### config.mk
export PLATFORM = sky130hd
export DESIGN_NAME = uart_rx_deserializer_flat
export DESIGN_NICKNAME = d
export VERILOG_FILES = /design/src/rtl/uart_rx_deserializer_pkg.sv /design/src/rtl/uart_rx_deserializer_if.sv /design/src/rtl/uart_rx_sampler.sv /design/src/rtl/uart_rx_deserializer.sv /design/src/flat_wrapper.sv
export SDC_FILE = /design/constraint.sdc
export NUM_CORES = 1
export LEC_CHECK = 0
export CAP_MARGIN = 10
export CORE_MARGIN = 10
export CORE_UTILIZATION = 59
export CTS_BUF_LIST = sky130_fd_sc_hd__clkbuf_4
export CTS_CLUSTER_DIAMETER = 100
export DETAILED_ROUTE_END_ITERATION = 12
export MAX_ROUTING_LAYER = met4
export PLACE_DENSITY_LB_ADDON = 0.2
export SYNTH_ARGS = -nofsm -noshare
export SYNTH_HDL_FRONTEND = slang
export SYNTH_SLANG_ARGS = --single-unit
### constraint.sdc
create_clock -name clk -period 2.3 [get_ports clk]
set_input_delay 0.23 -clock clk [delete_from_list [all_inputs] [get_ports clk]]
set_output_delay 0.23 -clock clk [all_outputs]
set_load 0.03 [all_outputs]
### src/rtl/uart_rx_deserializer_pkg.sv
// Shared UART definitions: FSM state encodings (common to the RX and TX
// state machines), bit-order and FIFO-status constants, default oversampling
// ratio and a 3-input majority helper.
package uart_pkg;

  localparam int OVERSAMPLE_DEF = 16;

  // One-hot frame states; the TX FSM uses the same encodings.
  typedef enum logic [4:0] {
    IDLE   = 5'b0_0001,
    START  = 5'b0_0010,
    DATA   = 5'b0_0100,
    PARITY = 5'b0_1000,
    STOP   = 5'b1_0000
  } uartState_t;

  // Bit order: BIGEND sends bit7 first, LITTLEEND sends bit0 first.
  localparam logic BIGEND    = 1'b1;
  localparam logic LITTLEEND = 1'b0;

  // FIFO status flag levels.
  localparam logic EMPTY    = 1'b1;
  localparam logic NONEMPTY = 1'b0;

  function automatic logic majority3(input logic a, input logic b, input logic c);
    return (a & b) | (a & c) | (b & c);
  endfunction

endpackage

### src/rtl/uart_rx_deserializer_if.sv
// RX deserializer to RX FIFO / status bus.
// master: the deserializer (drives write strobe, data, error pulses, busy).
// slave : the FIFO side (drives the full flag, observes everything else).
interface uart_rx_deserializer_if;
  logic       p_FifoFull_i;
  logic       n_FifoWe_o;
  logic [7:0] RxData_o;
  logic       p_ParityErr_o;
  logic       p_FrameErr_o;
  logic       p_Overrun_o;
  logic       p_RxBusy_o;

  modport master (
    input  p_FifoFull_i,
    output n_FifoWe_o, RxData_o, p_ParityErr_o, p_FrameErr_o, p_Overrun_o, p_RxBusy_o
  );

  modport slave (
    output p_FifoFull_i,
    input  n_FifoWe_o, RxData_o, p_ParityErr_o, p_FrameErr_o, p_Overrun_o, p_RxBusy_o
  );
endinterface

### src/rtl/uart_rx_sampler.sv
// Bit sampler: RX pin synchroniser, oversample counter and 3-sample majority vote.
// Ports: clk/rst; sampleTick (oversample pulse), serialIn (raw pin), clear (hold
// counter at 0); rxS (synchronised line), bitValid/bitValue (decision tick), bitEnd (wrap).
module uart_rx_sampler
  import uart_pkg::*;
#(
  parameter int OVERSAMPLE  = OVERSAMPLE_DEF,
  parameter int SYNC_STAGES = 2   // must be >= 2
) (
  input  logic clk,
  input  logic rst,
  input  logic sampleTick,
  input  logic serialIn,
  input  logic clear,
  output logic rxS,
  output logic bitValid,
  output logic bitValue,
  output logic bitEnd
);

  localparam int CNT_W = $clog2(OVERSAMPLE);
  localparam int MID   = OVERSAMPLE / 2;
  localparam logic [CNT_W-1:0] CNT_PRE  = CNT_W'(MID - 1);
  localparam logic [CNT_W-1:0] CNT_MID  = CNT_W'(MID);
  localparam logic [CNT_W-1:0] CNT_POST = CNT_W'(MID + 1);
  localparam logic [CNT_W-1:0] CNT_LAST = CNT_W'(OVERSAMPLE - 1);

  logic [SYNC_STAGES-1:0] syncReg;
  logic [CNT_W-1:0]       sampleCnt;
  logic                   sampleA;
  logic                   sampleB;
  logic                   tickRun;

  assign rxS     = syncReg[SYNC_STAGES-1];
  assign tickRun = sampleTick && !clear;

  // Flops preset to 1 so reset looks like an idle (marking) line.
  always_ff @(posedge clk or negedge rst) begin
    if (!rst) begin
      syncReg <= '1;
    end else begin
      syncReg <= {syncReg[SYNC_STAGES-2:0], serialIn};
    end
  end

  always_ff @(posedge clk or negedge rst) begin
    if (!rst) begin
      sampleCnt <= '0;
      sampleA   <= 1'b1;
      sampleB   <= 1'b1;
    end else if (clear) begin
      sampleCnt <= '0;
    end else if (sampleTick) begin
      if (sampleCnt == CNT_LAST) begin
        sampleCnt <= '0;
      end else begin
        sampleCnt <= sampleCnt + 1'b1;
      end
      if (sampleCnt == CNT_PRE) sampleA <= rxS;
      if (sampleCnt == CNT_MID) sampleB <= rxS;
    end
  end

  // Third vote is the live line value on the decision tick itself.
  assign bitValid = tickRun && (sampleCnt == CNT_POST);
  assign bitValue = majority3(sampleA, sampleB, rxS);
  assign bitEnd   = tickRun && (sampleCnt == CNT_LAST);

endmodule

### src/rtl/uart_rx_deserializer.sv
// UART receive deserializer: start-bit validation, 8-bit assembly in either bit
// order, optional parity, stop-bit check and one-clk FIFO write per good byte.
// Ports: clk/rst; p_SampleSig_i tick; SerialData_i pin; frame config inputs
// (latched at start); rxIf carries FIFO write/data, error pulses, busy, full flag.
module uart_rx_deserializer
  import uart_pkg::*;
#(
  parameter int OVERSAMPLE  = OVERSAMPLE_DEF,
  parameter int SYNC_STAGES = 2
) (
  input  logic clk,
  input  logic rst,
  input  logic p_SampleSig_i,
  input  logic SerialData_i,
  input  logic p_BigEnd_i,
  input  logic p_ParityEn_i,
  input  logic p_ParityOdd_i,
  uart_rx_deserializer_if.master rxIf
);

  uartState_t state;
  uartState_t nextState;

  logic       rxS;
  logic       bitValid;
  logic       bitValue;
  logic       bitEnd;
  logic       startDet;
  logic       stopDecide;

  logic       bigEndLat;
  logic       parEnLat;
  logic       parOddLat;
  logic [2:0] bitCnt;
  logic [2:0] dataIdx;
  logic [7:0] dataReg;
  logic       parityErr;
  logic       needHigh;

  logic       weN;
  logic [7:0] rxData;
  logic       parErrPulse;
  logic       frameErrPulse;
  logic       overrunPulse;

  uart_rx_sampler #(
    .OVERSAMPLE (OVERSAMPLE),
    .SYNC_STAGES(SYNC_STAGES)
  ) u_sampler (
    .clk       (clk),
    .rst       (rst),
    .sampleTick(p_SampleSig_i),
    .serialIn  (SerialData_i),
    .clear     (state == IDLE),
    .rxS       (rxS),
    .bitValid  (bitValid),
    .bitValue  (bitValue),
    .bitEnd    (bitEnd)
  );

  always_ff @(posedge clk or negedge rst) begin
    if (!rst) begin
      state <= IDLE;
    end else begin
      state <= nextState;
    end
  end

  always_comb begin
    nextState  = state;
    startDet   = 1'b0;
    stopDecide = 1'b0;
    case (state)
      IDLE: begin
        // needHigh blocks a held-low (break) line from restarting frames.
        if (p_SampleSig_i && !rxS && !needHigh) begin
          nextState = START;
          startDet  = 1'b1;
        end
      end
      START: begin
        if (bitValid && bitValue) begin
          nextState = IDLE;          // glitch, not a real start bit
        end else if (bitEnd) begin
          nextState = DATA;
        end
      end
      DATA: begin
        if (bitEnd && (bitCnt == 3'd7)) begin
          nextState = parEnLat ? PARITY : STOP;
        end
      end
      PARITY: begin
        if (bitEnd) nextState = STOP;
      end
      STOP: begin
        // Leave mid-stop-bit so the next falling edge is caught promptly.
        if (bitValid) begin
          nextState  = IDLE;
          stopDecide = 1'b1;
        end
      end
      default: nextState = IDLE;
    endcase
  end

  assign dataIdx = (bigEndLat == BIGEND) ? (3'd7 - bitCnt) : bitCnt;

  always_ff @(posedge clk or negedge rst) begin
    if (!rst) begin
      bigEndLat     <= LITTLEEND;
      parEnLat      <= 1'b0;
      parOddLat     <= 1'b0;
      bitCnt        <= '0;
      dataReg       <= '0;
      parityErr     <= 1'b0;
      needHigh      <= 1'b0;
      weN           <= 1'b1;
      rxData        <= '0;
      parErrPulse   <= 1'b0;
      frameErrPulse <= 1'b0;
      overrunPulse  <= 1'b0;
    end else begin
      weN           <= 1'b1;
      parErrPulse   <= 1'b0;
      frameErrPulse <= 1'b0;
      overrunPulse  <= 1'b0;

      if (startDet) begin
        bigEndLat <= p_BigEnd_i;
        parEnLat  <= p_ParityEn_i;
        parOddLat <= p_ParityOdd_i;
        bitCnt    <= '0;
        parityErr <= 1'b0;
      end

      if (state == DATA) begin
        if (bitValid) dataReg[dataIdx] <= bitValue;
        if (bitEnd)   bitCnt <= bitCnt + 3'd1;
      end

      if ((state == PARITY) && bitValid) begin
        parityErr <= ((^dataReg) ^ bitValue) != parOddLat;
      end

      if ((state == IDLE) && p_SampleSig_i && rxS) begin
        needHigh <= 1'b0;
      end

      if (stopDecide) begin
        if (!bitValue) begin
          frameErrPulse <= 1'b1;
          needHigh      <= 1'b1;
        end else if (rxIf.p_FifoFull_i) begin
          overrunPulse <= 1'b1;
        end else begin
          weN         <= 1'b0;
          rxData      <= dataReg;
          parErrPulse <= parityErr;
        end
      end
    end
  end

  assign rxIf.n_FifoWe_o    = weN;
  assign rxIf.RxData_o      = rxData;
  assign rxIf.p_ParityErr_o = parErrPulse;
  assign rxIf.p_FrameErr_o  = frameErrPulse;
  assign rxIf.p_Overrun_o   = overrunPulse;
  assign rxIf.p_RxBusy_o    = (state != IDLE);

endmodule
### src/flat_wrapper.sv
// flat-port wrapper written by rule: the top's interface ports become plain ports
module uart_rx_deserializer_flat import uart_pkg::*;
#(
  parameter int OVERSAMPLE  = OVERSAMPLE_DEF,
  parameter int SYNC_STAGES = 2
)
  (clk, rst, p_SampleSig_i, SerialData_i, p_BigEnd_i, p_ParityEn_i, p_ParityOdd_i, rxIf_p_FifoFull_i, rxIf_n_FifoWe_o, rxIf_RxData_o, rxIf_p_ParityErr_o, rxIf_p_FrameErr_o, rxIf_p_Overrun_o, rxIf_p_RxBusy_o);
  uart_rx_deserializer_if rxIf_i ();
  input  logic clk;
  input  logic rst;
  input  logic p_SampleSig_i;
  input  logic SerialData_i;
  input  logic p_BigEnd_i;
  input  logic p_ParityEn_i;
  input  logic p_ParityOdd_i;
  input wire logic [$bits(rxIf_i.p_FifoFull_i)-1:0] rxIf_p_FifoFull_i;
  output wire logic [$bits(rxIf_i.n_FifoWe_o)-1:0] rxIf_n_FifoWe_o;
  output wire logic [$bits(rxIf_i.RxData_o)-1:0] rxIf_RxData_o;
  output wire logic [$bits(rxIf_i.p_ParityErr_o)-1:0] rxIf_p_ParityErr_o;
  output wire logic [$bits(rxIf_i.p_FrameErr_o)-1:0] rxIf_p_FrameErr_o;
  output wire logic [$bits(rxIf_i.p_Overrun_o)-1:0] rxIf_p_Overrun_o;
  output wire logic [$bits(rxIf_i.p_RxBusy_o)-1:0] rxIf_p_RxBusy_o;
  assign rxIf_i.p_FifoFull_i = rxIf_p_FifoFull_i;
  assign rxIf_n_FifoWe_o = rxIf_i.n_FifoWe_o;
  assign rxIf_RxData_o = rxIf_i.RxData_o;
  assign rxIf_p_ParityErr_o = rxIf_i.p_ParityErr_o;
  assign rxIf_p_FrameErr_o = rxIf_i.p_FrameErr_o;
  assign rxIf_p_Overrun_o = rxIf_i.p_Overrun_o;
  assign rxIf_p_RxBusy_o = rxIf_i.p_RxBusy_o;
  uart_rx_deserializer #(.OVERSAMPLE(OVERSAMPLE), .SYNC_STAGES(SYNC_STAGES)) u_core (.clk(clk), .rst(rst), .p_SampleSig_i(p_SampleSig_i), .SerialData_i(SerialData_i), .p_BigEnd_i(p_BigEnd_i), .p_ParityEn_i(p_ParityEn_i), .p_ParityOdd_i(p_ParityOdd_i), .rxIf(rxIf_i));
endmodule
==> qor.yml, run 1 <==
outcome:
  status: "finished clean"
floorplanning:
  core_area_um2: 3660
  fp.dieH_um: 81.7
  row_count: 22
  dieArea_um2: 6680
  dieWidth_um: 81.7
  start_util: 0.614
  io_pins: 21
timing:
  finalMaxSlewViolations: 0
  hold_violations: 0
  fin_skew_ps: 12.7
  post-route-period-util: 0.952
  period_needed_ps: 2190
  setup_viol: 0
  clock.fmax_mhz: 457
  slew_headroom: 0.412
  tns_ps: 0
  timing.hold.ws_ps: 279
  worst_pin_slew_ps: 882
logic_synthesis:
  synth_top_area_cell: "dfrtp_1"
  syn_inst: 213
  syn-num-nets: 226
  synth_top_area_frac: 0.390
  yosys_warnings: 0
  synth-compound-area-share: 0.152
  yosys.area_share.simple: 0.186
  muxShareOfSynthArea: 0.0840
  synth_top_family_by_area: "simple AND/OR/NAND/NOR gates"
  synthFlopType: "dfrtp_1"
  synth-seq-area-share: 0.460
  ys_async_sr_fraction: 1.00
  synthAdderAreaFrac: 0.0323
  synth_seq_cells: 41
  synthTopCellsByArea: "dfrtp_1, mux2_2, dfstp_2"
  synth_cell_types: 48
  synth_xor_area_frac: 0.0490
  synth.avg_cell_area_um2: 10.6
  synthesis.area_um2: 2250
  synth_edf_count: 0
setup_path:
  critical_path.endpoint_type: "output port"
  worstPathArrival_ps: 1960
  cp_slowest_cell: "dfrtp_1"
  reg2regPathDepth: 7
  r2r_start: "u_core.u_sampler.sampleCnt[1]"
  crit_fanout: 8
  path_cells: "nor4_2, and2_2, inv_1, dlygate4sd2_1"
  r2r-end: "u_core.rxIf.RxData_o[3]"
  critPathLaunchType: "register"
  crit_path_max_incr_delay_ps: 470
  cp.required_ps: 2070
  endpoint: "rxIf_p_RxBusy_o"
  crit_start: "u_core.state[4]"
  reg2reg_slack_ps: 130
  setup.worst_path.class: "register to output port"
layout:
  fin_area_um2: 2620
  multiInputGateArea_um2: 1140
  nets: 253
  area_growth_pct: 16.4
  final_core_util: 0.715
  antenna_cells: 0
  register_area_um2: 1030
  drive_gt1_frac: 0.199
  n_fill_cell: 268
global_routing:
  grt_overflow: 0
  grt_pass1_wl_um: 9210
  grt_pass1_vias: 1885
  grt_usage: 0.177
  antenna_found_initial: 0
  grt_max_degree: 42
clocking:
  cts.sinks: 41
  cts_made_buffers: 5
  cts.path.max_buffers: 2
  clock_latency_ps: 350
  htreeDepth: 2
  cts_tree: "done"
  root_buffer: "clkbuf_4"
  path_clk_slew_ps: 120
pwr:
  p_leak_nw: 1.11
  ir_drop_uv: 445
  p_per_area_nw_per_um2: 694
  power_mw: 1.81
route:
  drt_iter0_markers: 195
  viasPerCell: 6.43
  routedWlPerCell_um: 18.4
  ant_nets: 0
  first_pass_iters: 4
  drc: 0
  vias: 1859
  drt_wl_total_um: 5310
placement:
  port_buffers: 20
  placed_area_um2: 2540
  routabilityCongestion: 0.913
  hpwlAfterDp_um: 3800
worst_hold_path:
  hold_path.class: "input port to register"
job:
  cap_viol_max_count: 0
==> Yosys cell counts (2+ instances only) <==
cell	n
and2_2	2
dfrtp_1	35
nor4_1	7
a31oi_1	2
inv_1	9
nor2_1	7
a21oi_1	16
nand3b_1	4
o211ai_1	2
ha_1	5
nand4_1	5
nand2b_1	3
dfstp_2	6
a211oi_1	9
nor3_1	8
nand2_1	7
mux2i_1	2
mux2_2	15
a221oi_1	2
nand3_1	5
or3_1	4
and3b_1	3
o22ai_1	9
o21ai_0	3
nor4b_1	2
xnor2_1	7
clkbuf_1	9
nor2b_1	2
a22o_1	2
xor2_1	3
==> final cells by class <==
class | instances | share of cell area
Inverter | 9 | 0.0129
Multi-Input combinational cell | 152 | 0.435
Tap cell | 48 | 0.0230
Sequential cell | 41 | 0.395
Timing Repair Buffer | 31 | 0.111
Clock buffer | 8 | 0.0230
==> metrics by stage <==
stage               instances  worst slack, ps
detailed placement        280              124
CTS                       289              148
floorplan                 213              179
global route              289            -15.7
global placement          280              155
finish                    289              110
==> logic make-up after synthesis <==
logic type | count (synthesis)
AO/OA/AOI/OAI | 52
XOR/XNOR | 11
adder cells (fa/ha/maj) | 6
buffers and inverters | 20
flip-flops | 41
multiplexers | 17
AND/OR/NAND/NOR | 66
==> timing repair <==
action                                  CTS  global route
hold buffers                              1             0
resized for setup                         1             1
endpoints found under the setup margin    1             1
setup buffers                             0             0
cloned                                    0             0
hold endpoints to repair                  5             0
==> critical path, delay by kind of cell (launching register included) <==
family / cells / cell delay (ps)
DFF: 1 / 470
buffers and inverters: 2 / 460
and+or+nand+nor: 2 / 670
==> sequential cells by signal, summed over array words and instances (netlist names) <==
name,cells
u_core.needHigh,1
u_core.u_sampler.syncReg,2
u_core.u_sampler.sampleCnt,4
u_core.rxIf.p_Overrun_o,1
u_core.bigEndLat,1
u_core.state,5
u_core.bitCnt,3
u_core.rxIf.n_FifoWe_o,1
u_core.rxIf.p_FrameErr_o,1
u_core.parOddLat,1
u_core.parityErr,1
u_core.rxIf.p_ParityErr_o,1
u_core.u_sampler.sampleA,1
u_core.rxIf.RxData_o,8
u_core.dataReg,8
u_core.u_sampler.sampleB,1
u_core.parEnLat,1
==> metal layers <==
layer  up-vias  GRT usage  routed length (µm)
met5         -          -                   0
met4         0     0.0544                 105
met3        16     0.0448                 377
met2        85      0.268                2490
met1       903      0.227                2340
li1        855          -                   -
==> placed cells by master, fill, tap and decap left out, drive strengths merged, types with 8 or more instances in the layout <==
master,instances
a211oi,9
a21oi,16
buf,11
clkbuf,8
clkdlybuf4s50,18
dfrtp,35
inv,9
mux2,15
nor3,8
o22ai,9
==> power by group <==
group          leakage, nW  internal [mW]  switching [mW]
logic                0.527          0.232           0.335
registers            0.543          0.789          0.0830
clock network       0.0368          0.157           0.218
==> worst min path at each step <==
| stage | startpoint | to | depth (start not counted) |
|---|---|---|---|
| after floorplan | rst | u_core.bigEndLat | 0 |
| after global placement | u_core.u_sampler.syncReg[0] | u_core.u_sampler.syncReg[1] | 0 |
| after detailed placement | u_core.u_sampler.syncReg[0] | u_core.u_sampler.syncReg[1] | 0 |
| after CTS | SerialData_i | u_core.u_sampler.syncReg[0] | 1 |
| after global routing | SerialData_i | u_core.u_sampler.syncReg[0] | 1 |
| final | SerialData_i | u_core.u_sampler.syncReg[0] | 1 |
No activity file was read; power rests on OpenSTA's default activity.
==> inputs of run 2 (changes only) <==
--- a/config.mk
+++ b/config.mk
@@ -5,11 +5,9 @@
 export SDC_FILE = /design/constraint.sdc
 export NUM_CORES = 1
 export LEC_CHECK = 0
-export CAP_MARGIN = 10
 export CORE_MARGIN = 10
 export CORE_UTILIZATION = 59
 export CTS_BUF_LIST = sky130_fd_sc_hd__clkbuf_4
-export CTS_CLUSTER_DIAMETER = 100
 export DETAILED_ROUTE_END_ITERATION = 12
 export MAX_ROUTING_LAYER = met4
 export PLACE_DENSITY_LB_ADDON = 0.2
==> results of run 2 <==
No change in the layout: final DEF, timing and power equal those of run 1.
==> inputs of run 3 (changes only) <==
==> constraint.sdc (replaced) <==
create_clock -name clk -period 2.1 [get_ports clk]
set_input_delay 0.21 -clock clk [delete_from_list [all_inputs] [get_ports clk]]
set_output_delay 0.21 -clock clk [all_outputs]
set_load 0.03 [all_outputs]
==> run 3 against run 2 <==
  * Clock skew about the same
  * Clock-buffer cell count down 1
  * Final cell count up 2.1%
  * Hold slack better by 11 ps
  * Global-route usage down 0.25 points
  * First-iteration DRC count down 28%
  * Setup slack worse by 29 ps
  * Utilization up 2.7 points
  * Sequential power up 12%
  * Total power up 11%
  * Register-to-register slack worse by 50 ps
  * Critical path depth unchanged
==> qor.yml, run 3 (same netlist as run 1, synthesis figures left out) <==
route:
  drt_wl_total_um: 5370  # +1.0%
  routedWlPerCell_um: 18.2  # -1.0%
  first_pass_iters: 4  # unchanged
  drt_iter0_markers: 141  # -28%
  viasPerCell: 6.32  # -1.8%
  vias: 1863  # +0.22%
  ant_nets: 0  # unchanged
  drc: 0  # unchanged
pwr:
  intPower_mw: 1.30  # +10%
  seqPwrFrac: 0.484  # +0.003
  p_sw_mw: 0.710  # +12%
  power_mw: 2.01  # +11%
  switching_share: 0.353  # +0.00236
  pwr-share-comb: 0.317  # +0.005
  p_leak_nw: 1.15  # +3.7%
  clkPwrFrac: 0.199  # -0.008
  ir_drop_uv: 550  # +24%
  p_per_area_nw_per_um2: 741  # +6.7%
setup_path:
  setup.worst_path.class: "register to output port"
  path_cells: "nor4_4, and2_2, inv_1, dlygate4sd2_1"
  reg2reg_slack_ps: 80  # -50 ps
  cp.required_ps: 1890  # -180 ps
  worstPathArrival_ps: 1810  # -150 ps
  cp_num_buf_inv: 2  # unchanged
  critPathLaunchType: "register"
  crit_start: "u_core.state[4]"
  critical_path.top_delay_family: "simple AND/OR/NAND/NOR gates"
  crit_path_max_incr_delay_ps: 470  # about the same
  cp_slowest_cell: "dfrtp_1"
  r2r_start: "u_core.state[3]"
  crit_fanout: 6  # -2
  critical_path.endpoint_type: "output port"
placement:
  port_buffers: 20  # unchanged
  placed_cells: 286  # +2.1%
  pre_cts_ws_ps: 25.4  # -98.1 ps
  hpwlAfterDp_um: 4010  # +5.5%
  placed_area_um2: 2640  # +3.7%
  routabilityCongestion: 0.861  # -5.7%
clocking:
  root_buffer: "clkbuf_4"
  cts.path.max_buffers: 2  # unchanged
  cts_tree: "done"
  path_clk_slew_ps: 110  # about the same
  cts.sinks: 41  # unchanged
  post_cts_buffers: 0  # unchanged
  clock_latency_ps: 360  # about the same
  htreeDepth: 2  # unchanged
  cts_made_buffers: 5  # unchanged
layout:
  mostFrequentLayoutCell: "dfrtp_1"
  finalNonFillerCells: 295  # +2.1%
  drive_gt1_frac: 0.223  # +0.0235
  area_growth_pct: 20.8
  register_area_um2: 1030  # unchanged
  n_fill_cell: 235  # -12%
  antenna_cells: 0  # unchanged
  multiInputGateArea_um2: 1200  # +5.2%
  final_cell_mix: "dfrtp_1, clkdlybuf4s50_1, a21oi_1"
  final_core_util: 0.742  # +0.0273
  fin_area_um2: 2720  # +3.8%
  nets: 259  # +2.4%
timing:
  worst_pin_slew_ps: 892  # +9.61 ps
  tns_ps: 0  # unchanged
  slew_headroom: 0.406  # -0.00641
  period_needed_ps: 2020
  finalMaxSlewViolations: 0  # unchanged
  post-route-period-util: 0.961
  hold_violations: 0  # unchanged
  clock.fmax_mhz: 495
  setup_slack_ps: 81.7  # -28.6 ps
  fin_skew_ps: 12.9  # +0.238 ps
  timing.hold.ws_ps: 290  # +10.5 ps
  rsz0062_at_grt: "no"
  setup_viol: 0  # unchanged
global_routing:
  grt_usage: 0.174  # -0.00251
  grt_pass1_wl_um: 8890  # -3.5%
  grt_max_degree: 42  # unchanged
  antenna_found_initial: 0  # unchanged
  grt_overflow: 0  # unchanged
  grt_pass1_vias: 1876  # -0.48%
floorplanning:
  fp.dieH_um: 81.7  # unchanged
  row_count: 22  # unchanged
  io_pins: 21  # unchanged
  dieArea_um2: 6680  # unchanged
  dieWidth_um: 81.7  # unchanged
  core_area_um2: 3660  # unchanged
  start_util: 0.614  # unchanged
worst_hold_path:
  hold_start: "SerialData_i"
  hold_path.class: "input port to register"
outcome:
  status: "finished clean"
job:
  cap_viol_max_count: 0  # unchanged
run 3: cell count changes in the layout (fill, tap and decap cells not counted):
cell,delta
inv_1,-1
a211o_2,-1
ha_1,-1
mux2_2,-8
buf_4,+6
a211o_4,+1
nor4_2,-1
ha_4,+1
inv_2,+1
nor4_4,+1
mux2_4,+8
clkinv_1,+1
clkbuf_4,-1
run 3: worst paths after layout:
check | endpoint | depth (start not counted)
hold / removal | u_core.u_sampler.syncReg[0] | 1
min in group asynchronous | u_core.dataReg[2] | 2
max in group asynchronous | u_core.dataReg[5] | 2
setup / recovery | rxIf_p_RxBusy_o | 4
setup reg to reg | u_core.rxIf.RxData_o[4] | 6
hold reg to reg | u_core.u_sampler.syncReg[1] | 0
run 3: power groups by stage:
| stage | registers (mW) | clock network, mW | logic (mW) |
|---|---|---|---|
| floorplan | 0.923 | 0 | 0.490 |
| global placement | 0.972 | 0 | 0.606 |
| CTS | 0.967 | 0.416 | 0.630 |
| global route | 0.989 | 0.448 | 0.698 |
| detailed placement | 0.980 | 0 | 0.632 |
| finish | 0.973 | 0.400 | 0.638 |
run 3: per-layer routing:
layer  wire (µm)  GRT usage  vias up  share of wire
li1            -          -      873              -
met1        2370      0.215      912           0.44
met2        2580      0.274       71           0.48
met3         354     0.0349        7          0.066
met4          65     0.0680        0          0.012
met5           0          -        -              0
run 3: repair_timing:
item / 4_1_cts / 5_1_grt
hold endpoints to repair: 20 / 0
cloned: 0 / 0
setup endpoints to repair: 1 / 1
gates resized for setup: 2 / 1
pin swaps: 0 / 0
hold buffers: 1 / 0
run 3: cell type report:
class,instances,area share
inverter,9,0.0124
sequential,41,0.380
tap,48,0.0221
timing repair buffer,37,0.124
multi-input combinational,152,0.440
clock buffer,7,0.0193
clock inverter,1,0.00138
run 3: worst reg2reg max path: cells and delay by family (launching register included):
family | cells | cell delay (ps)
buf+inv | 2 | 330
flops | 1 | 510
compound gates | 1 | 350
mux | 1 | 310
simple gates | 2 | 420
